[src/rtl/alu_arb_pkg.sv]
// Shared types for the ALU arbiter: opcode and FSM state enums, request bundle.
package alu_arb_pkg;

    localparam int MAX_REQ = 4;
    localparam int DATA_W  = 32;

    typedef enum logic [2:0] {
        ALU_ADD = 3'b000,
        ALU_SUB = 3'b001,
        ALU_AND = 3'b010,
        ALU_OR  = 3'b011,
        ALU_SLT = 3'b101
    } alu_op_e;

    typedef enum logic [1:0] {
        ST_IDLE = 2'd0,
        ST_EXEC = 2'd1,
        ST_RESP = 2'd2
    } state_e;

    typedef struct packed {
        logic [2:0]        ctrl;
        logic [DATA_W-1:0] a;
        logic [DATA_W-1:0] b;
    } alu_req_t;

endpackage

[src/rtl/alu_arbiter_if.sv]
// Request/response bundle between NUM_REQ requesters and the shared ALU arbiter.
interface alu_arbiter_if #(
    parameter int NUM_REQ = 2
);
    logic [NUM_REQ-1:0]       i_ReqValid;
    logic [NUM_REQ-1:0]       o_ReqReady;
    logic [NUM_REQ-1:0][2:0]  i_ReqCtrl;
    logic [NUM_REQ-1:0][31:0] i_ReqA;
    logic [NUM_REQ-1:0][31:0] i_ReqB;
    logic [NUM_REQ-1:0]       o_RspValid;
    logic [NUM_REQ-1:0]       i_RspReady;
    logic [31:0]              o_RspResult;
    logic                     o_RspZero;
    logic                     o_Busy;

    modport master (
        output i_ReqValid, i_ReqCtrl, i_ReqA, i_ReqB, i_RspReady,
        input  o_ReqReady, o_RspValid, o_RspResult, o_RspZero, o_Busy
    );

    modport slave (
        input  i_ReqValid, i_ReqCtrl, i_ReqA, i_ReqB, i_RspReady,
        output o_ReqReady, o_RspValid, o_RspResult, o_RspZero, o_Busy
    );
endinterface

[src/rtl/ALU.sv]
// Single-cycle 32-bit ALU shared by the arbiter's requesters.
module ALU
    import alu_arb_pkg::*;
(
    input  logic [31:0] i_SrcA,
    input  logic [31:0] i_SrcB,
    input  logic [2:0]  i_ALUCtrl,
    output logic [31:0] o_ALUResult,
    output logic        o_Zero
);

    always_comb begin
        o_ALUResult = '0;
        case (i_ALUCtrl)
            ALU_ADD: o_ALUResult = i_SrcA + i_SrcB;
            ALU_SUB: o_ALUResult = i_SrcA - i_SrcB;
            ALU_AND: o_ALUResult = i_SrcA & i_SrcB;
            ALU_OR:  o_ALUResult = i_SrcA | i_SrcB;
            // Signed compare, as used by the branch comparator.
            ALU_SLT: o_ALUResult = {31'b0, $signed(i_SrcA) < $signed(i_SrcB)};
            default: o_ALUResult = '0;
        endcase
    end

    assign o_Zero = (o_ALUResult == 32'd0);

endmodule

[src/rtl/rr_arbiter.sv]
// Combinational grant picker. ALU_ARB_RR_EN selects round-robin from ptr;
// otherwise fixed priority with the lowest index winning.
module rr_arbiter #(
    parameter int NUM_REQ = 2,
    parameter int ID_W    = $clog2(NUM_REQ)
) (
    input  logic [NUM_REQ-1:0] req,
    input  logic [ID_W-1:0]    ptr,
    output logic [NUM_REQ-1:0] grant,
    output logic [ID_W-1:0]    grant_idx,
    output logic               grant_valid
);

`ifdef ALU_ARB_RR_EN
    logic [ID_W:0]   sum;
    logic [ID_W-1:0] slot;

    // Visit requesters ptr, ptr+1, ... wrapping modulo NUM_REQ; first hit wins.
    always_comb begin
        grant       = '0;
        grant_idx   = '0;
        grant_valid = 1'b0;
        sum         = '0;
        slot        = '0;
        for (int k = 0; k < NUM_REQ; k++) begin
            sum = {1'b0, ptr} + (ID_W+1)'(k);
            if (sum >= (ID_W+1)'(NUM_REQ)) begin
                sum = sum - (ID_W+1)'(NUM_REQ);
            end
            slot = sum[ID_W-1:0];
            if (!grant_valid && req[slot]) begin
                grant[slot] = 1'b1;
                grant_idx   = slot;
                grant_valid = 1'b1;
            end
        end
    end
`else
    logic unused_ptr;
    assign unused_ptr = ^ptr;

    // Scanning downward lets the lowest requesting index overwrite the rest.
    always_comb begin
        grant       = '0;
        grant_idx   = '0;
        grant_valid = 1'b0;
        for (int k = NUM_REQ - 1; k >= 0; k--) begin
            if (req[k]) begin
                grant       = '0;
                grant[k]    = 1'b1;
                grant_idx   = ID_W'(k);
                grant_valid = 1'b1;
            end
        end
    end
`endif

endmodule

[src/rtl/alu_arbiter.sv]
// Shares one ALU among NUM_REQ requesters: IDLE -> EXEC -> RESP per operation.
// Define ALU_ARB_RR_EN for round-robin arbitration; default is fixed priority.
module alu_arbiter
    import alu_arb_pkg::*;
#(
    parameter int NUM_REQ = 2,
    parameter int ID_W    = $clog2(NUM_REQ)
) (
    input  logic          i_CLK,
    input  logic          i_RST,
    alu_arbiter_if.slave  bus
);

    state_e              state_reg, state_next;
    alu_req_t            op_reg;
    logic [ID_W-1:0]     owner_reg;
    logic [31:0]         result_reg;
    logic                zero_reg;

    logic [NUM_REQ-1:0]  grant;
    logic [ID_W-1:0]     grant_idx;
    logic                grant_valid;
    logic [ID_W-1:0]     arb_ptr;
    logic                accept;
    logic                rsp_fire;
    logic [31:0]         alu_result;
    logic                alu_zero;

    rr_arbiter #(
        .NUM_REQ (NUM_REQ),
        .ID_W    (ID_W)
    ) u_rr_arbiter (
        .req         (bus.i_ReqValid),
        .ptr         (arb_ptr),
        .grant       (grant),
        .grant_idx   (grant_idx),
        .grant_valid (grant_valid)
    );

    ALU u_alu (
        .i_SrcA      (op_reg.a),
        .i_SrcB      (op_reg.b),
        .i_ALUCtrl   (op_reg.ctrl),
        .o_ALUResult (alu_result),
        .o_Zero      (alu_zero)
    );

    assign accept   = (state_reg == ST_IDLE) && grant_valid;
    assign rsp_fire = (state_reg == ST_RESP) && bus.i_RspReady[owner_reg];

`ifdef ALU_ARB_RR_EN
    logic [ID_W-1:0] ptr_reg;

    always_ff @(posedge i_CLK) begin
        if (i_RST) begin
            ptr_reg <= '0;
        end else if (rsp_fire) begin
            ptr_reg <= (owner_reg == ID_W'(NUM_REQ - 1)) ? '0 : owner_reg + ID_W'(1);
        end
    end

    assign arb_ptr = ptr_reg;
`else
    assign arb_ptr = '0;
`endif

    always_ff @(posedge i_CLK) begin
        if (i_RST) begin
            state_reg <= ST_IDLE;
        end else begin
            state_reg <= state_next;
        end
    end

    always_comb begin
        state_next = state_reg;
        case (state_reg)
            ST_IDLE: if (grant_valid) state_next = ST_EXEC;
            ST_EXEC: state_next = ST_RESP;
            ST_RESP: if (rsp_fire) state_next = ST_IDLE;
            default: state_next = ST_IDLE;
        endcase
    end

    // Ready depends only on state, pointer and request valids, never on i_RspReady.
    always_comb begin
        bus.o_ReqReady = '0;
        bus.o_Busy     = (state_reg != ST_IDLE);
        if (state_reg == ST_IDLE) begin
            bus.o_ReqReady = grant;
        end
    end

    generate
        for (genvar gi = 0; gi < NUM_REQ; gi++) begin : g_rsp_valid
            assign bus.o_RspValid[gi] = (state_reg == ST_RESP) && (owner_reg == ID_W'(gi));
        end
    endgenerate

    // The ALU sees only registered operands, so requesters may change inputs after accept.
    always_ff @(posedge i_CLK) begin
        if (i_RST) begin
            op_reg     <= '0;
            owner_reg  <= '0;
            result_reg <= '0;
            zero_reg   <= 1'b0;
        end else begin
            if (accept) begin
                op_reg.ctrl <= bus.i_ReqCtrl[grant_idx];
                op_reg.a    <= bus.i_ReqA[grant_idx];
                op_reg.b    <= bus.i_ReqB[grant_idx];
                owner_reg   <= grant_idx;
            end
            if (state_reg == ST_EXEC) begin
                result_reg <= alu_result;
                zero_reg   <= alu_zero;
            end
        end
    end

    assign bus.o_RspResult = result_reg;
    assign bus.o_RspZero   = zero_reg;

endmodule

[src/flat_wrapper.sv]
// flat-port wrapper written by rule: the top's interface ports become plain ports
module alu_arbiter_flat import alu_arb_pkg::*;
#(
    parameter int NUM_REQ = 2,
    parameter int ID_W    = $clog2(NUM_REQ)
)
  (i_CLK, i_RST, bus_i_ReqValid, bus_i_ReqCtrl, bus_i_ReqA, bus_i_ReqB, bus_i_RspReady, bus_o_ReqReady, bus_o_RspValid, bus_o_RspResult, bus_o_RspZero, bus_o_Busy);
  alu_arbiter_if #(.NUM_REQ(NUM_REQ)) bus_i ();
  input  logic i_CLK;
  input  logic i_RST;
  input wire logic [$bits(bus_i.i_ReqValid)-1:0] bus_i_ReqValid;
  input wire logic [$bits(bus_i.i_ReqCtrl)-1:0] bus_i_ReqCtrl;
  input wire logic [$bits(bus_i.i_ReqA)-1:0] bus_i_ReqA;
  input wire logic [$bits(bus_i.i_ReqB)-1:0] bus_i_ReqB;
  input wire logic [$bits(bus_i.i_RspReady)-1:0] bus_i_RspReady;
  output wire logic [$bits(bus_i.o_ReqReady)-1:0] bus_o_ReqReady;
  output wire logic [$bits(bus_i.o_RspValid)-1:0] bus_o_RspValid;
  output wire logic [$bits(bus_i.o_RspResult)-1:0] bus_o_RspResult;
  output wire logic [$bits(bus_i.o_RspZero)-1:0] bus_o_RspZero;
  output wire logic [$bits(bus_i.o_Busy)-1:0] bus_o_Busy;
  assign bus_i.i_ReqValid = bus_i_ReqValid;
  assign bus_i.i_ReqCtrl = bus_i_ReqCtrl;
  assign bus_i.i_ReqA = bus_i_ReqA;
  assign bus_i.i_ReqB = bus_i_ReqB;
  assign bus_i.i_RspReady = bus_i_RspReady;
  assign bus_o_ReqReady = bus_i.o_ReqReady;
  assign bus_o_RspValid = bus_i.o_RspValid;
  assign bus_o_RspResult = bus_i.o_RspResult;
  assign bus_o_RspZero = bus_i.o_RspZero;
  assign bus_o_Busy = bus_i.o_Busy;
  alu_arbiter #(.NUM_REQ(NUM_REQ), .ID_W(ID_W)) u_core (.i_CLK(i_CLK), .i_RST(i_RST), .bus(bus_i));
endmodule
[config.mk]
export PLATFORM = sky130hd
export DESIGN_NAME = alu_arbiter_flat
export DESIGN_NICKNAME = d
export VERILOG_FILES = /design/src/rtl/alu_arb_pkg.sv /design/src/rtl/alu_arbiter_if.sv /design/src/rtl/ALU.sv /design/src/rtl/rr_arbiter.sv /design/src/rtl/alu_arbiter.sv /design/src/flat_wrapper.sv
export SDC_FILE = /design/constraint.sdc
export NUM_CORES = 1
export LEC_CHECK = 0
export ABC_AREA = 1
export CAP_MARGIN = 20
export CORE_ASPECT_RATIO = 0.5
export CORE_MARGIN = 5
export CORE_UTILIZATION = 35
export DETAILED_ROUTE_END_ITERATION = 7
export PLACE_DENSITY_LB_ADDON = 0.05
export SLEW_MARGIN = 20
export SYNTH_ARGS = -nofsm -noshare
export SYNTH_HDL_FRONTEND = slang
export SYNTH_HIERARCHICAL = 1
export SYNTH_SLANG_ARGS = --single-unit
export TNS_END_PERCENT = 100
[constraint.sdc]
create_clock -name i_CLK -period 2.5 [get_ports i_CLK]
set_clock_uncertainty 0.1 [all_clocks]
set_input_delay 0.75 -clock i_CLK [delete_from_list [all_inputs] [get_ports i_CLK]]
set_output_delay 0.75 -clock i_CLK [all_outputs]
set_load 0.1 [all_outputs]
==> After elaboration in Yosys (flattened, before gate mapping) <==
Cells that the tools add are included.
W data, S select, Z words.
{ "word_totals": {"in_bits": 140, "output_inout_bits": 38, "word_cells": 50, "regBits": 103} }
{ "classes": {"order_cmp": 3, "mux": 18, "reduce_logical": 9, "n_eq_ne": 8, "bitwise": 3, "add_sub_neg": 2} }
{ "op_table": {"columns": ["cell", "count"], "rows": [
  ["$pmux W32 S5", 1],
  ["$mux W32", 4],
  ["$add A32 B32 Y32", 1],
  ["$and A32 B32 Y32", 1],
  ["$logic_not A32 Y1", 1],
  ["$lt A32 B32 Y1", 1],
  ["$or A32 B32 Y32", 1],
  ["$sub A32 B32 Y32", 1],
  ["$mux W2", 5],
  ["$eq A3 B2 Y1 const B", 2],
  ["$mux W3", 2],
  ["$pmux W2 S3", 1],
  ["$mux W1", 5],
  ["$logic_and A1 B1 Y1", 4],
  ["$lt A1 B2 Y1 const B", 2],
  ["$ne A2 B1 Y1 const B", 2],
  ["$eq A3 B1 Y1 const B", 1],
  ["$eq A3 B3 Y1 const B", 1],
  ["$logic_not A3 Y1", 1],
  ["$eq A2 B1 Y1 const B", 1],
  ["$eq A2 B2 Y1 const B", 1],
  ["$logic_not A2 Y1", 1],
  ["$reduce_and A2 Y1", 1],
  ["$reduce_bool A2 Y1", 1],
  ["$not A1 Y1", 1]
]} }

==> Longest topological paths before layout <==
{ "depth": {"depth_word": 5, "depth_mapped": 24, "depth_no_buf": 23} }

==> Hierarchy <==
The synthesis kept the hierarchy.
{ "by_module_without_submodules": {"columns": ["module", "cells_each", "seq_area_each_um2", "area_per_inst_um2", "instances"], "rows": [
  ["ALU", 1336, 0.0, 6650.1, 1],
  ["alu_arbiter", 809, 2062.0, 4842.1, 1],
  ["rr_arbiter", 6, 0.0, 32.5, 1]
]} }

==> Worst setup path after synthesis <==
OpenSTA, ideal clock, no wires.
{ "synth_path": {"kind": "register to output", "startpoint": "reg u_core.state_reg[1]", "endpoint": "out bus_o_ReqReady[0]", "arrival_ns": 2.266, "slack_ns": -0.616, "path_stages_with_launch": 4, "n_path_buf": 0, "path_cell_list": "dfxtp_1 -> nor2_2 -> inv_1 -> nor2_1"} }
{ "synth_between": {"elab_chain_len": 2} }
{ "synth_rtl": {"columns": ["element", "line_no", "text"], "rows": [
  ["start, declared", "alu_arbiter.sv:14", "state_e state_reg, state_next;"],
  ["start signal, assigned", "alu_arbiter.sv:71", "state_reg <= state_next;"],
  ["$logic_not A2 Y1", "alu_arbiter.sv:89", "if (state_reg == ST_IDLE) begin"],
  ["$mux W2", "alu_arbiter.sv:89", null],
  ["end, declared", "flat_wrapper.sv:16", "output wire logic [$bits(bus_i.o_ReqReady)-1:0] bus_o_ReqReady;"]
]} }
Every way passes these cells.

==> Final worst setup path <==
{ "layout_path": {"startpoint": "reg u_core/op_reg[34] (netlist bit)", "endpoint": "reg u_core.result_reg[19] (netlist: u_core/bus.o_RspResult[19])"} }
{ "layout_between": {"elab_chain_len": 2} }
{ "layout_rtl": {"columns": ["element", "line_no", "text"], "rows": [
  ["start, declared", "alu_arbiter.sv:15", "alu_req_t op_reg;"],
  ["$sub A32 B32 Y32 or $add A32 B32 Y32 (tied branches)", "ALU.sv:16, ALU.sv:15", null],
  ["$pmux W32 S5 *", "ALU.sv:14", "case (i_ALUCtrl)"],
  ["named net u_core.alu_result[19]", "alu_arbiter.sv:26", "logic [31:0] alu_result;"],
  ["end signal, assigned", "alu_arbiter.sv:115", "result_reg <= alu_result;"],
  ["end, declared", "alu_arbiter.sv:17", "logic [31:0] result_reg;"]
]} }
Mark *: on every way through the listed nets, which the timed path passes. The rest lies on a longest branch.
A chain may end at the register's enable or synchronous reset.

==> out/summary.md <==
Routing
- 0 — drc violations
- 15.8 µm — drt wl/cell
- 49,100 µm — wire length after detailed routing
- 1,321 — violation count after the first detailed-route iteration
- 5 — First-pass DRT Iterations
- 14,206 — number of vias in the routed layout
- 4.57 — detailed-route vias per instance
- 0 — Antenna Nets Post-Route

STA
- yes — setup repair after global routing missed its margin
- 106% — part of the cycle the worst path needs
- 0 — number of max-slew violations in the final report
- 54.5% — worst max-slew margin expressed relative to the limit
- 10 — final number of setup-violating endpoints
- -735 ps — final total negative setup slack
- 0 — total count of hold-check failures in the final report
- 680 ps — Worst-Margin Slew
- 2660 ps — Final min period
- -161 ps — post-layout worst setup margin
- 0.376 GHz — Max Fclk
- 371 ps — Min Hold Slack

Job
- 0 — max cap viols

Global routing
- 12,759 — number of global-route vias before repair
- 8.31% — met3 Use GR
- 25.6% — Total Routing Usage GR
- 31.7% — met2 track demand over resource
- 0 — grt ovf
- 1 — antenna violations before repair
- 73,700 µm — first-pass GRT wire length
- 42.4% — met1 Use GR
- 60 — pin count of the biggest net entering global routing
- met1 — GRT Max-Usage Layer

Status
- setup timing — violations in the final reports
- finished, violations left — result of the run

Placement
- -353 ps — post-place setup slack
- 40,900 µm — post-detailed-placement half-perimeter wirelength
- 0.991 — Final Wtd Congestion
- 177 — total of buffers placed on input and output ports

Critical path
- flip-flop — category of the worst setup path launch point
- u_core/op_reg[34]$_SDFFE_PP0P_ — Reg2Reg Launch Point
- u_core/bus.o_RspResult[19]$_SDFFE_PP0N_ — worst reg2reg endpoint
- 16 — number of cells on the critical path
- sky130_fd_sc_hd__dfxtp_1 — critical-path cell with the highest stage delay
- 330 ps — largest incremental delay on the critical path
- 2820 ps — data arrival at the endpoint of the critical path
- 5 — Critical Path Fanout Max
- 16 — worst reg-to-reg path cell count
- 2660 ps — required time at the worst-slack endpoint
- -160 ps — worst-case register-to-register setup slack
- u_core/bus.o_RspResult[19]$_SDFFE_PP0N_ — endpoint of the most critical setup path
- simple AND/OR/NAND/NOR gates — family of cells with the greatest summed delay on the critical path
- flip-flop — element type at the critical path end
- reg2reg — critical path class
- inv_1 -> ha_4 -> inv_1 -> buf_4 -> a21oi_2 -> nand2_2 -> nand2_2 -> nand3_4 -> nand2_2 -> nand3_1 -> nand3_1 -> nand3b_1 -> buf_4 -> buf_4 -> o21ai_0 -> nor2_1 — cell-by-cell listing of the critical path
- 5 — number of buffer and inverter stages on the critical path
- u_core/op_reg[34]$_SDFFE_PP0P_ — Critical Path Start

Pwr
- 277 µV — Peak supply drop
- 5.93 mW — Cell Int Power
- 47.1% — switching power as a share of total power
- 13.2% — clock network fraction of design power
- 612 nW/µm² — Power Dens Cells
- 5.29 mW — switching power summed over all nets
- 9.60 nW — Lkg Pwr
- 69.2% — Comb power frac
- 17.6% — sequential cell fraction of total power

Clocking
- 380 ps — clock latency reported for the late side of the worst-skew pair
- sky130_fd_sc_hd__clkbuf_16 — CTS Root Buffer Type
- 9 — total clock buffers created by CTS
- 103 — number of clock sinks
- 3 — CTS H-tree depth
- yes — TritonCTS clock tree
- 2 — Max Buffers Root-to-Sink
- 70 ps — clock transition at the register clock pins on the worst setup and hold paths after CTS

Layout
- 55.9% — post-route core utilization
- 67 — number of flip-flops in the largest register
- 2,912 — Final Net Count
- 0 — antenna diode count
- 31.4% — proportion of layout cells with a drive suffix above 1
- 59.0% — Area growth, synth to finish

Floorplanning
- 35.2% — starting density of the core
- 138 µm — die height
- 32,800 µm² — area of the placeable core
- 36,900 µm² — die footprint
- 178 — total I/O pin count
- 47 — cell row count
- 267 µm — floorplan die width

Yosys
- 5.36 µm² — average instance area after synthesis
- 2,150 — count of mapped cells out of synthesis
- 6 — Warnings, synthesis
- 11,500 µm² — Post-Synthesis Cell Area
- 2,399 — Net Count, Synth

Min path
- reg2reg — worst hold path type

## stage by stage
step | area (µm²) | power [mW] | instances
2_1_floorplan | 11500 | 5.47 | 2150
3_3_place_gp | 16300 | 8.51 | 3059
3_5_place_dp | 16300 | 8.51 | 3059
4_1_cts | 17700 | 10.7 | 3096
5_1_grt | 18300 | 12.0 | 3108
6_report | 18300 | 11.2 | 3108
## cell type report
class,instances,area (µm²)
fill,3482,14400
multi-input combinational,1589,8900
timing repair buffer,580,5050
sequential,103,2110
inverter,380,1430
tap,441,552
clock buffer,10,229
clock inverter,5,57.6
## worst reg2reg max path, cell delays in order, from the launching register on
cell	delay, ps
sky130_fd_sc_hd__dfxtp_1	330
sky130_fd_sc_hd__inv_1	70
sky130_fd_sc_hd__ha_4	300
sky130_fd_sc_hd__inv_1	70
sky130_fd_sc_hd__buf_4	150
sky130_fd_sc_hd__a21oi_2	150
sky130_fd_sc_hd__nand2_2	110
sky130_fd_sc_hd__nand2_2	130
sky130_fd_sc_hd__nand3_4	110
sky130_fd_sc_hd__nand2_2	90
sky130_fd_sc_hd__nand3_1	60
sky130_fd_sc_hd__nand3_1	80
sky130_fd_sc_hd__nand3b_1	220
sky130_fd_sc_hd__buf_4	220
sky130_fd_sc_hd__buf_4	120
sky130_fd_sc_hd__o21ai_0	180
sky130_fd_sc_hd__nor2_1	60
## layout by cell type (no fill, tap or decap), types with 17 or more instances in the layout
| master | instances |
|---|---|
| sky130_fd_sc_hd__buf_4 | 398 |
| sky130_fd_sc_hd__buf_12 | 20 |
| sky130_fd_sc_hd__inv_1 | 323 |
| sky130_fd_sc_hd__ha_1 | 66 |
| sky130_fd_sc_hd__clkdlybuf4s50_1 | 137 |
| sky130_fd_sc_hd__buf_6 | 20 |
| sky130_fd_sc_hd__a21oi_2 | 23 |
| sky130_fd_sc_hd__dfxtp_1 | 70 |
| sky130_fd_sc_hd__nor2_1 | 310 |
| sky130_fd_sc_hd__o22ai_1 | 17 |
| sky130_fd_sc_hd__nand3_2 | 17 |
| sky130_fd_sc_hd__nand2_1 | 666 |
| sky130_fd_sc_hd__ha_4 | 34 |
| sky130_fd_sc_hd__nand3_1 | 95 |
| sky130_fd_sc_hd__o21ai_0 | 57 |
| sky130_fd_sc_hd__a21oi_1 | 37 |
| sky130_fd_sc_hd__dfxtp_2 | 31 |
| sky130_fd_sc_hd__nor2_4 | 21 |
| sky130_fd_sc_hd__inv_2 | 55 |
| sky130_fd_sc_hd__nand2_2 | 89 |
| sky130_fd_sc_hd__nor2_2 | 57 |
## worst min-delay path by stage
stage	slack [ps]	endpoint	depth (start not counted)	start
2_1_floorplan	370	u_core/owner_reg$_SDFFE_PP0P_	2	u_core/owner_reg$_SDFFE_PP0P_
3_3_place_gp	360	u_core/bus.o_RspResult[29]$_SDFFE_PP0N_	2	u_core/bus.o_RspResult[29]$_SDFFE_PP0N_
3_5_place_dp	370	u_core/bus.o_RspResult[20]$_SDFFE_PP0N_	2	u_core/bus.o_RspResult[20]$_SDFFE_PP0N_
6_report	370	u_core/bus.o_RspResult[21]$_SDFFE_PP0N_	2	u_core/bus.o_RspResult[21]$_SDFFE_PP0N_
4_1_cts	390	u_core/bus.o_RspResult[20]$_SDFFE_PP0N_	2	u_core/bus.o_RspResult[20]$_SDFFE_PP0N_
5_1_grt	400	u_core/bus.o_RspResult[20]$_SDFFE_PP0N_	2	u_core/bus.o_RspResult[20]$_SDFFE_PP0N_
## timing repair
action                                  CTS  global route
hold buffers                              0             0
pin swaps                                70            76
gates resized for setup                 232           200
buffers inserted                         22            14
endpoints found under the hold margin     0             0
endpoints found under the setup margin   25            26
## power by group through the flow
stage / Combinational, mW / Clock (mW) / Sequential [mW]
6_report: 7.77 / 1.48 / 1.97
5_1_grt: 8.39 / 1.60 / 2.00
4_1_cts: 7.16 / 1.53 / 1.96
3_5_place_dp: 6.53 / 0 / 1.99
3_3_place_gp: 6.53 / 0 / 1.98
2_1_floorplan: 3.01 / 0 / 2.46
## per-layer routing
metal / wire [µm] / vias up
li1: - / 7462
met1: 26500 / 6269
met5: 0 / -
met4: 378 / 0
met3: 5010 / 24
met2: 17300 / 451
Note: power is estimated with default switching activity, not from simulation.
